===== src/rtl/gf8_pkg.sv =====
// Shared GF(2^8) definitions for the AES field (x^8+x^4+x^3+x+1).
//   GF8_POLY       low byte of the reduction polynomial
//   GF8_ONE        multiplicative identity
//   GF8_INV_ITERS  square-and-multiply steps needed to form y^254
//   state_t        divider FSM states
package gf8_pkg;

  localparam logic [7:0] GF8_POLY      = 8'h1B;
  localparam logic [7:0] GF8_ONE       = 8'h01;
  localparam int         GF8_INV_ITERS = 7;
  localparam logic [2:0] GF8_LAST_ITER = 3'(GF8_INV_ITERS - 1);

  typedef enum logic [1:0] {
    IDLE = 2'd0,
    RUN  = 2'd1,
    DONE = 2'd2
  } state_t;

endpackage


===== src/rtl/gmul8.sv =====
// Combinational GF(2^8) multiplier over the AES field.
//   a, b : 8-bit field elements
//   p    : a * b reduced modulo x^8+x^4+x^3+x+1
// Shift-and-add: the running multiple of a is reduced by GF8_POLY each time
// bit 7 shifts out, so nothing wider than 8 bits is ever formed.
module gmul8
  import gf8_pkg::*;
(
  input  logic [7:0] a,
  input  logic [7:0] b,
  output logic [7:0] p
);

  logic [7:0] acc;
  logic [7:0] mult;

  always_comb begin
    acc  = 8'h00;
    mult = a;
    for (int i = 0; i < 8; i++) begin
      if (b[i]) acc = acc ^ mult;
      mult = {mult[6:0], 1'b0} ^ (mult[7] ? GF8_POLY : 8'h00);
    end
    p = acc;
  end

endmodule


===== src/rtl/gf8_div_seq.sv =====
// Iterative GF(2^8) divider: q = x * y^-1 = x * y^254, one square-and-
// multiply step per clock, seven steps per division.
//   clk, rst_n   clock (rising edge), asynchronous active-low reset
//   in_valid     operand pair x/y offered
//   in_ready     divider idle and able to take operands
//   x, y         dividend, divisor
//   out_valid    q / div_by_zero hold a result, kept until accepted
//   out_ready    consumer takes the result
//   q            quotient (0 when y = 0)
//   div_by_zero  result came from y = 0
//
// Handshake: a transfer happens on a rising edge where valid and ready are
// both high. in_ready is high only in IDLE, out_valid only in DONE; once
// raised, out_valid and the result stay unchanged until out_ready is seen.
// A result handshake returns to IDLE, so a new operand pair is taken no
// earlier than the following edge.
module gf8_div_seq
  import gf8_pkg::*;
(
  input  logic       clk,
  input  logic       rst_n,
  input  logic       in_valid,
  output logic       in_ready,
  input  logic [7:0] x,
  input  logic [7:0] y,
  output logic       out_valid,
  input  logic       out_ready,
  output logic [7:0] q,
  output logic       div_by_zero
);

  state_t     state;
  logic [7:0] acc;
  logic [7:0] s;
  logic [2:0] cnt;
  logic       dz;

  logic [7:0] s_sq;
  logic [7:0] acc_next;

  // s holds y^(2^k); acc gathers x * y^(2+4+...+2^(k+1)).
  gmul8 u_square (.a(s),   .b(s),    .p(s_sq));
  gmul8 u_accum  (.a(acc), .b(s_sq), .p(acc_next));

  always_ff @(posedge clk or negedge rst_n) begin
    if (!rst_n) begin
      state       <= IDLE;
      in_ready    <= 1'b1;
      out_valid   <= 1'b0;
      q           <= 8'h00;
      div_by_zero <= 1'b0;
      acc         <= 8'h00;
      s           <= 8'h00;
      cnt         <= 3'd0;
      dz          <= 1'b0;
    end else begin
      case (state)
        IDLE: begin
          if (in_valid) begin
            acc      <= x;
            s        <= y;
            cnt      <= 3'd0;
            dz       <= (y == 8'h00);
            in_ready <= 1'b0;
            state    <= RUN;
          end
        end
        RUN: begin
          s   <= s_sq;
          acc <= acc_next;
          cnt <= cnt + 3'd1;
          if (cnt == GF8_LAST_ITER) begin
            // acc_next is now x * y^254; y = 0 falls out as 0 on its own.
            q           <= acc_next;
            div_by_zero <= dz;
            out_valid   <= 1'b1;
            state       <= DONE;
          end
        end
        DONE: begin
          if (out_ready) begin
            out_valid <= 1'b0;
            in_ready  <= 1'b1;
            state     <= IDLE;
          end
        end
        default: begin
          out_valid <= 1'b0;
          in_ready  <= 1'b1;
          state     <= IDLE;
        end
      endcase
    end
  end

endmodule

===== config.mk =====
export PLATFORM = sky130hd
export DESIGN_NAME = gf8_div_seq
export DESIGN_NICKNAME = d
export VERILOG_FILES = /design/src/rtl/gf8_pkg.sv /design/src/rtl/gmul8.sv /design/src/rtl/gf8_div_seq.sv
export SDC_FILE = /design/constraint.sdc
export NUM_CORES = 1
export LEC_CHECK = 0
export CAP_MARGIN = 20
export CORE_MARGIN = 4
export CORE_UTILIZATION = 35
export CTS_CLUSTER_DIAMETER = 40
export DETAILED_ROUTE_END_ITERATION = 7
export GPL_ROUTABILITY_DRIVEN = 0
export SLEW_MARGIN = 5
export SYNTH_ARGS = -nofsm -noshare
export SYNTH_HDL_FRONTEND = slang
export SYNTH_HIERARCHICAL = 1
export SYNTH_SLANG_ARGS = --single-unit

===== constraint.sdc =====
create_clock -name clk -period 3.76 [get_ports clk]
set_input_delay 1.128 -clock clk [delete_from_list [all_inputs] [get_ports clk]]
set_output_delay 1.128 -clock clk [all_outputs]
set_load 0.005 [all_outputs]

==> out/qor.csv, run 1 <==
stage;metric;value;unit
outcome;run status;finished clean;
clocking;H-tree Lvls;2;
sta;final hold viol count;0;
clocking;worst-case clock buffer depth;2;
global_route;initial antenna violation count;0;
die;Die ar.;13920;sq um
global_route;number of global-route vias before repair;3300;
layout;Layout Nets;544;
die;Core Area;11610;sq um
clocking;worst-skew pair later-pin latency;280;ps
clocking;clock-pin slew on the worst setup and hold paths;50;ps
worst_setup_path;CP Max Fanout;17;
layout;# diodes;0;
layout;area of the multi-input gates;3138;sq um
clocking;CTS tree;built;
route;First DRT Iteration DRCs;394;
clocking;hold_buf cts;0;
sta;final setup fails;0;
synthesis;syn nets;515;
worst_setup_path;total buffers and inverters traversed by the critical path;1;
worst_setup_path;cell repeated most along the worst path;xnor2_1;
worst_setup_path;FF-to-FF setup slack;220;ps
flow_run;max cap viols;0;
sta;clk_skew;8.329;ps
global_route;GRT Total Usage;15.34;%
synthesis;Top FF cell, synth;dfrtp_1;
route;drt first pass iters;4;
worst_setup_path;Slowest-stage cell, CP;xnor2_1;
die;IO Pins;31;
sta;Sum Neg Setup Slack;0;ps
worst_setup_path;worst path arrival time;3680;ps
synthesis;Mapped Area;4233;sq um
layout;share of cells above drive strength 1;15.49;%
global_route;Overflow after GRT;0;
layout;Final Util;42.29;%
clocking;TritonCTS Buffers;5;
worst_setup_path;Crit path largest cell delay;560;ps
die;Die H;118.0;um
clocking;clock net sink count;33;
layout;commonest non-fill, non-tap cell in the layout;nand2_1;
global_route;largest net degree at the start of global routing;34;
place;placed cells;658;
synthesis;Async SR Flop Fraction;100.0;%
route;total routed wirelength;10.55;mm
worst_setup_path;CP endpoint kind;flop;
worst_setup_path;worst path required time;3910;ps
route;vias per inst;5.098;
synthesis;FF+latch count, synth;33;
layout;most frequent cells in the layout;nand2_1 (101), xnor2_1 (91), buf_4 (32);
worst_setup_path;Top delay family on crit path;XOR/XNOR gates;
synthesis;synth unique cells;49;
synthesis;Synthesis Warnings;6;
layout;Post-Layout Cell Count;666;
hold_path;HP Class;flop to flop;
sta;Max Fclk;282.8;MHz
synthesis;number of synthesized flops with an enable pin;0;
sta;RSZ-0062 raised after global routing;false;
worst_setup_path;critical path class;flop to flop;
synthesis;cell count after synthesis;493;
die;DIE WIDTH;118.0;um
sta;fin. max-slew vios;0;
sta;period utilization;94.06;%
sta;worst-margin pin slew;700.1;ps
synthesis;syn_area_per_cell;8.586;sq um
layout;number of fill cells in the layout;1148;
clocking;CTS root buffer;clkbuf_16;
route;DRC viols;0;
worst_setup_path;cell chain of the critical path;buf_12 -> or3b_2 -> o21ai_0 -> a22oi_1 -> xnor2_1 -> xnor2_1 -> nand2_1 -> xnor2_1 -> xnor2_1 -> xnor2_1 -> xnor2_1 -> xnor2_1 -> a22oi_1 -> o21ai_0;
layout;Seq. cell area;829.5;sq um
place;port buffer count;30;
layout;P&R area growth vs syn;16.02;%
sta;clock period minus worst slack;3537;ps
sta;Relative slew margins;53.33;%
route;drt wl/cell;15.83;um
die;initial core utilization;36.45;%
place;HPWL Detailed;7.754;mm
die;FP Rows;39;
synthesis;register area share after synthesis;19.54;%
worst_setup_path;critical path startpoint category;flop;
route;DR vias;3395;
route;Detail Route Antenna Nets;0;
global_route;first-pass GRT wire length;17.66;mm
per-stage QoR:
step                setup WS [ps]  cell area [sq um]  hold WS, ps
floorplan                   340.7               4233        468.0
global placement            189.5               4742        459.8
detailed placement          158.3               4742        473.1
CTS                         135.9               4888        486.8
global route                27.30               4911        503.9
finish                      223.3               4911        483.9
cell usage after synthesis (all sizes together) (6+ instances only):
cell type	number	area share [%]
a21oi	20	2.4
a22oi	23	4.1
buf	19	3.9
clkbuf	23	2.0
dfrtp	32	19
inv	10	0.89
mux2	11	3.6
mux2i	9	2.1
nand2	101	9.0
nand3	6	0.83
nor2	16	1.4
nor2b	18	2.7
o21ai	22	2.6
o221a	6	1.6
xnor2	97	21
xnor3	10	5.3
xor2	34	9.1
routing by layer:
layer,global-route usage [%],vias up,share of wire (%)
li1,-,1686,-
met5,0,-,0
met3,2.739,6,5.1
met1,22.18,1629,47
met2,24.36,74,47
met4,2.344,0,0.75
sequential cells by signal, indices dropped and copies added, names as in the netlist:
register and cells:
dz 1, s 8, div_by_zero 1, out_valid 1, q 8, state 2
acc 8, cnt 3, in_ready 1
area by class of cell:
cell class                 instances  share of cell area [%]
inverter                          10                  0.7643
sequential                        33                   16.89
tap                              143                   3.643
clock buffer                       8                   2.981
multi-input combinational        408                   63.90
timing repair buffer              64                   11.82
tightest hold or removal path, delay by kind of cell, from the launching register on:
| kind | cells | cell delay, ps |
|---|---|---|
| and+or+nand+nor | 2 | 110 |
| DFF | 1 | 340 |
cell families after synthesis:
logic type	Yosys count	share of synthesized area (%)
and+or+nand+nor	152	15.58
xor gates and xnor gates	145	37.69
AOI/OAI and AO/OA	89	14.04
buffers and inverters	52	6.799
DFF	33	19.54
muxes	20	5.764
adders and majority gates	2	0.5911
path summary, 6_finish.rpt:
check,from,to,cells past startpoint
worst min register to register,out_valid,out_valid,2
worst min-delay path,out_valid,out_valid,2
max in group asynchronous,rst_n,in_ready,2
worst max register to register,s[7],acc[5],14
worst max-delay path,s[7],acc[5],14
min in group asynchronous,rst_n,state[0],2
timing repair:
action                                  in CTS  in global routing
endpoints found under the setup margin       0                  7
gates resized for setup                      0                  5
setup buffers                                0                  0
Power of run 1 is not shown: default switching activity piles up to over one toggle a cycle in this logic, so the estimate is an artifact.
==> run 2: changes to the inputs <==
Settings changed: CELL_PAD_IN_SITES_DETAIL_PLACEMENT from default to 1, CELL_PAD_IN_SITES_GLOBAL_PLACEMENT from default to 2, CORE_UTILIZATION 35 to 34, PLACE_DENSITY_LB_ADDON from default to 0.1.
Clock period 3.76 ns to 3.1 ns, I/O delays scaled along.
==> run 2 against run 1 <==
- the flow now finishes with violations (setup timing)
- hold slack is essentially flat
- sequential share of layout area shrank 3.4 points
- register-to-register slack lost 530 ps
- utilization grew 8.9 points
- die area grew 2.7%
- first-iteration DRC count shrank 55%
- wire length grew 42%
- clock skew shrank 3.6 ps
- largest cell class unchanged
==> out/qor.csv, run 2 (same netlist as run 1, synthesis figures left out) <==
stage;metric;value;unit
sta;period utilization;109.7;%
worst_setup_path;worst path required time;3260;ps
worst_setup_path;worst path arrival time;3570;ps
layout;share of cells above drive strength 1;39.31;%
clocking;H-tree Lvls;2;
sta;Max Fclk;294.0;MHz
clocking;worst-skew pair later-pin latency;280;ps
worst_setup_path;FF-to-FF setup slack;-300;ps
route;total routed wirelength;15.01;mm
route;drt wl/cell;19.22;um
place;port buffer count;30;
layout;largest registers;acc: 8 flops, q: 8 flops, s: 8 flops;
route;DRC viols;0;
layout;# diodes;0;
worst_setup_path;CP Max Fanout;6;
sta;worst-margin pin slew;614.5;ps
clocking;clock-pin slew on the worst setup and hold paths;50;ps
global_route;Overflow after GRT;0;
die;FP Rows;40;
place;placed cells;729;
outcome;failing checks;setup timing;
route;Detail Route Antenna Nets;0;
sta;worst setup margin;-301.9;ps
die;IO Pins;31;
hold_path;HP Class;flop to flop;
die;Die H;119.6;um
clocking;TritonCTS Buffers;5;
sta;final setup fails;16;
worst_setup_path;RR Startpoint;s[7];
layout;Design Area, Final;6196;sq um
sta;final hold viol count;0;
place;DP Area;5111;sq um
layout;P&R area growth vs syn;46.38;%
worst_setup_path;critical path class;flop to flop;
place;dpl ws;-356.0;ps
clocking;clock net sink count;33;
global_route;initial antenna violation count;0;
clocking;worst-case clock buffer depth;2;
worst_setup_path;Worst R2R End;q[1];
layout;commonest non-fill, non-tap cell in the layout;buf_4;
die;Core Area;12110;sq um
sta;clock period minus worst slack;3402;ps
worst_setup_path;critical path startpoint category;flop;
die;initial core utilization;34.95;%
worst_setup_path;Worst R2R Path Depth;14;
global_route;number of global-route vias before repair;4228;
clocking;CTS tree;built;
hold_path;Hold Path Stages;2;
flow_run;max cap viols;0;
layout;Layout Nets;634;
clocking;CTS root buffer;clkbuf_16;
place;HPWL Detailed;10.45;mm
hold_path;worst hold path endpoint;out_valid;
sta;fin. max-slew vios;0;
sta;RSZ-0062 raised after global routing;true;
layout;Post-Layout Cell Count;781;
global_route;first-pass GRT wire length;23.72;mm
sta;Relative slew margins;59.03;%
route;First DRT Iteration DRCs;176;
route;DR vias;3898;
outcome;run status;finished, violations left;
global_route;GRT Total Usage;21.11;%
sta;clk_skew;4.756;ps
route;drt first pass iters;4;
route;vias per inst;4.991;
die;DIE WIDTH;119.6;um
worst_setup_path;CP endpoint kind;flop;
layout;most frequent cells in the layout;buf_4 (93), nand2_1 (90), xnor2_1 (61);
global_route;largest net degree at the start of global routing;34;
hold_path;Worst Hold Launch;out_valid;
die;Die ar.;14300;sq um
## run 2: critical path, cell delays in order, from the launching register on
cell,delay [ps]
dfrtp_2,450
buf_4,150
xor3_2,410
buf_4,170
xnor2_2,130
nand2_2,90
xnor2_2,170
xnor3_2,390
o221a_4,300
o221ai_2,170
xnor2_1,160
xnor2_1,100
xor2_1,170
buf_4,160
mux2_4,270
## run 2: final cells by class
| type | count | area (sq um) |
|---|---|---|
| Clock inverter | 1 | 5.005 |
| Fill cell | 1382 | 5916 |
| Inverter | 10 | 40.04 |
| Timing Repair Buffer | 154 | 1359 |
| Clock buffer | 7 | 132.6 |
| Sequential cell | 33 | 835.8 |
| Multi-Input combinational cell | 408 | 3613 |
| Tap cell | 168 | 210.2 |
## run 2: repair_timing
item / 4_1_cts / 5_1_grt
hold buffers: 0 / 0
buffers inserted: 38 / 7
pin swaps: 38 / 25
resized for setup: 88 / 37
endpoints found under the setup margin: 16 / 16
gates cloned: 0 / 0
## run 2: stage by stage
step	TNS, ps	hold slack (ps)	util, %
final	-2107	484.0	51.16
after global placement	-3686	467.4	42.20
after floorplan	-7.342	468.0	-
after detailed placement	-4361	474.6	42.20
after CTS	-1497	492.6	49.05
after global routing	-4475	523.9	51.16
## run 2: worst max path at each step
stage / from / endpoint / slack (ps) / depth (start not counted)
after floorplan: s[2] / q[3] / -7 / 13
after global placement: s[6] / q[1] / -340 / 11
after detailed placement: s[3] / acc[1] / -360 / 12
after CTS: s[7] / q[1] / -170 / 12
after global routing: s[7] / q[1] / -380 / 14
final: s[7] / q[1] / -300 / 14
## run 2: routing by layer
layer	up-vias	track usage, %	wire length, um
met5	-	0	0
met2	39	38.59	7973
li1	1865	-	-
met1	1973	26.15	6453
met4	0	5.583	314
met3	21	2.639	266
Power of run 2 is left out for the same reason.
==> run 3: changes to the inputs <==
Settings changed: HOLD_SLACK_MARGIN from default to 0.08.
==> results of run 3 <==
Same layout as run 2: the final DEF is identical, and so are final timing and power.
Power of run 3 is left out for the same reason.
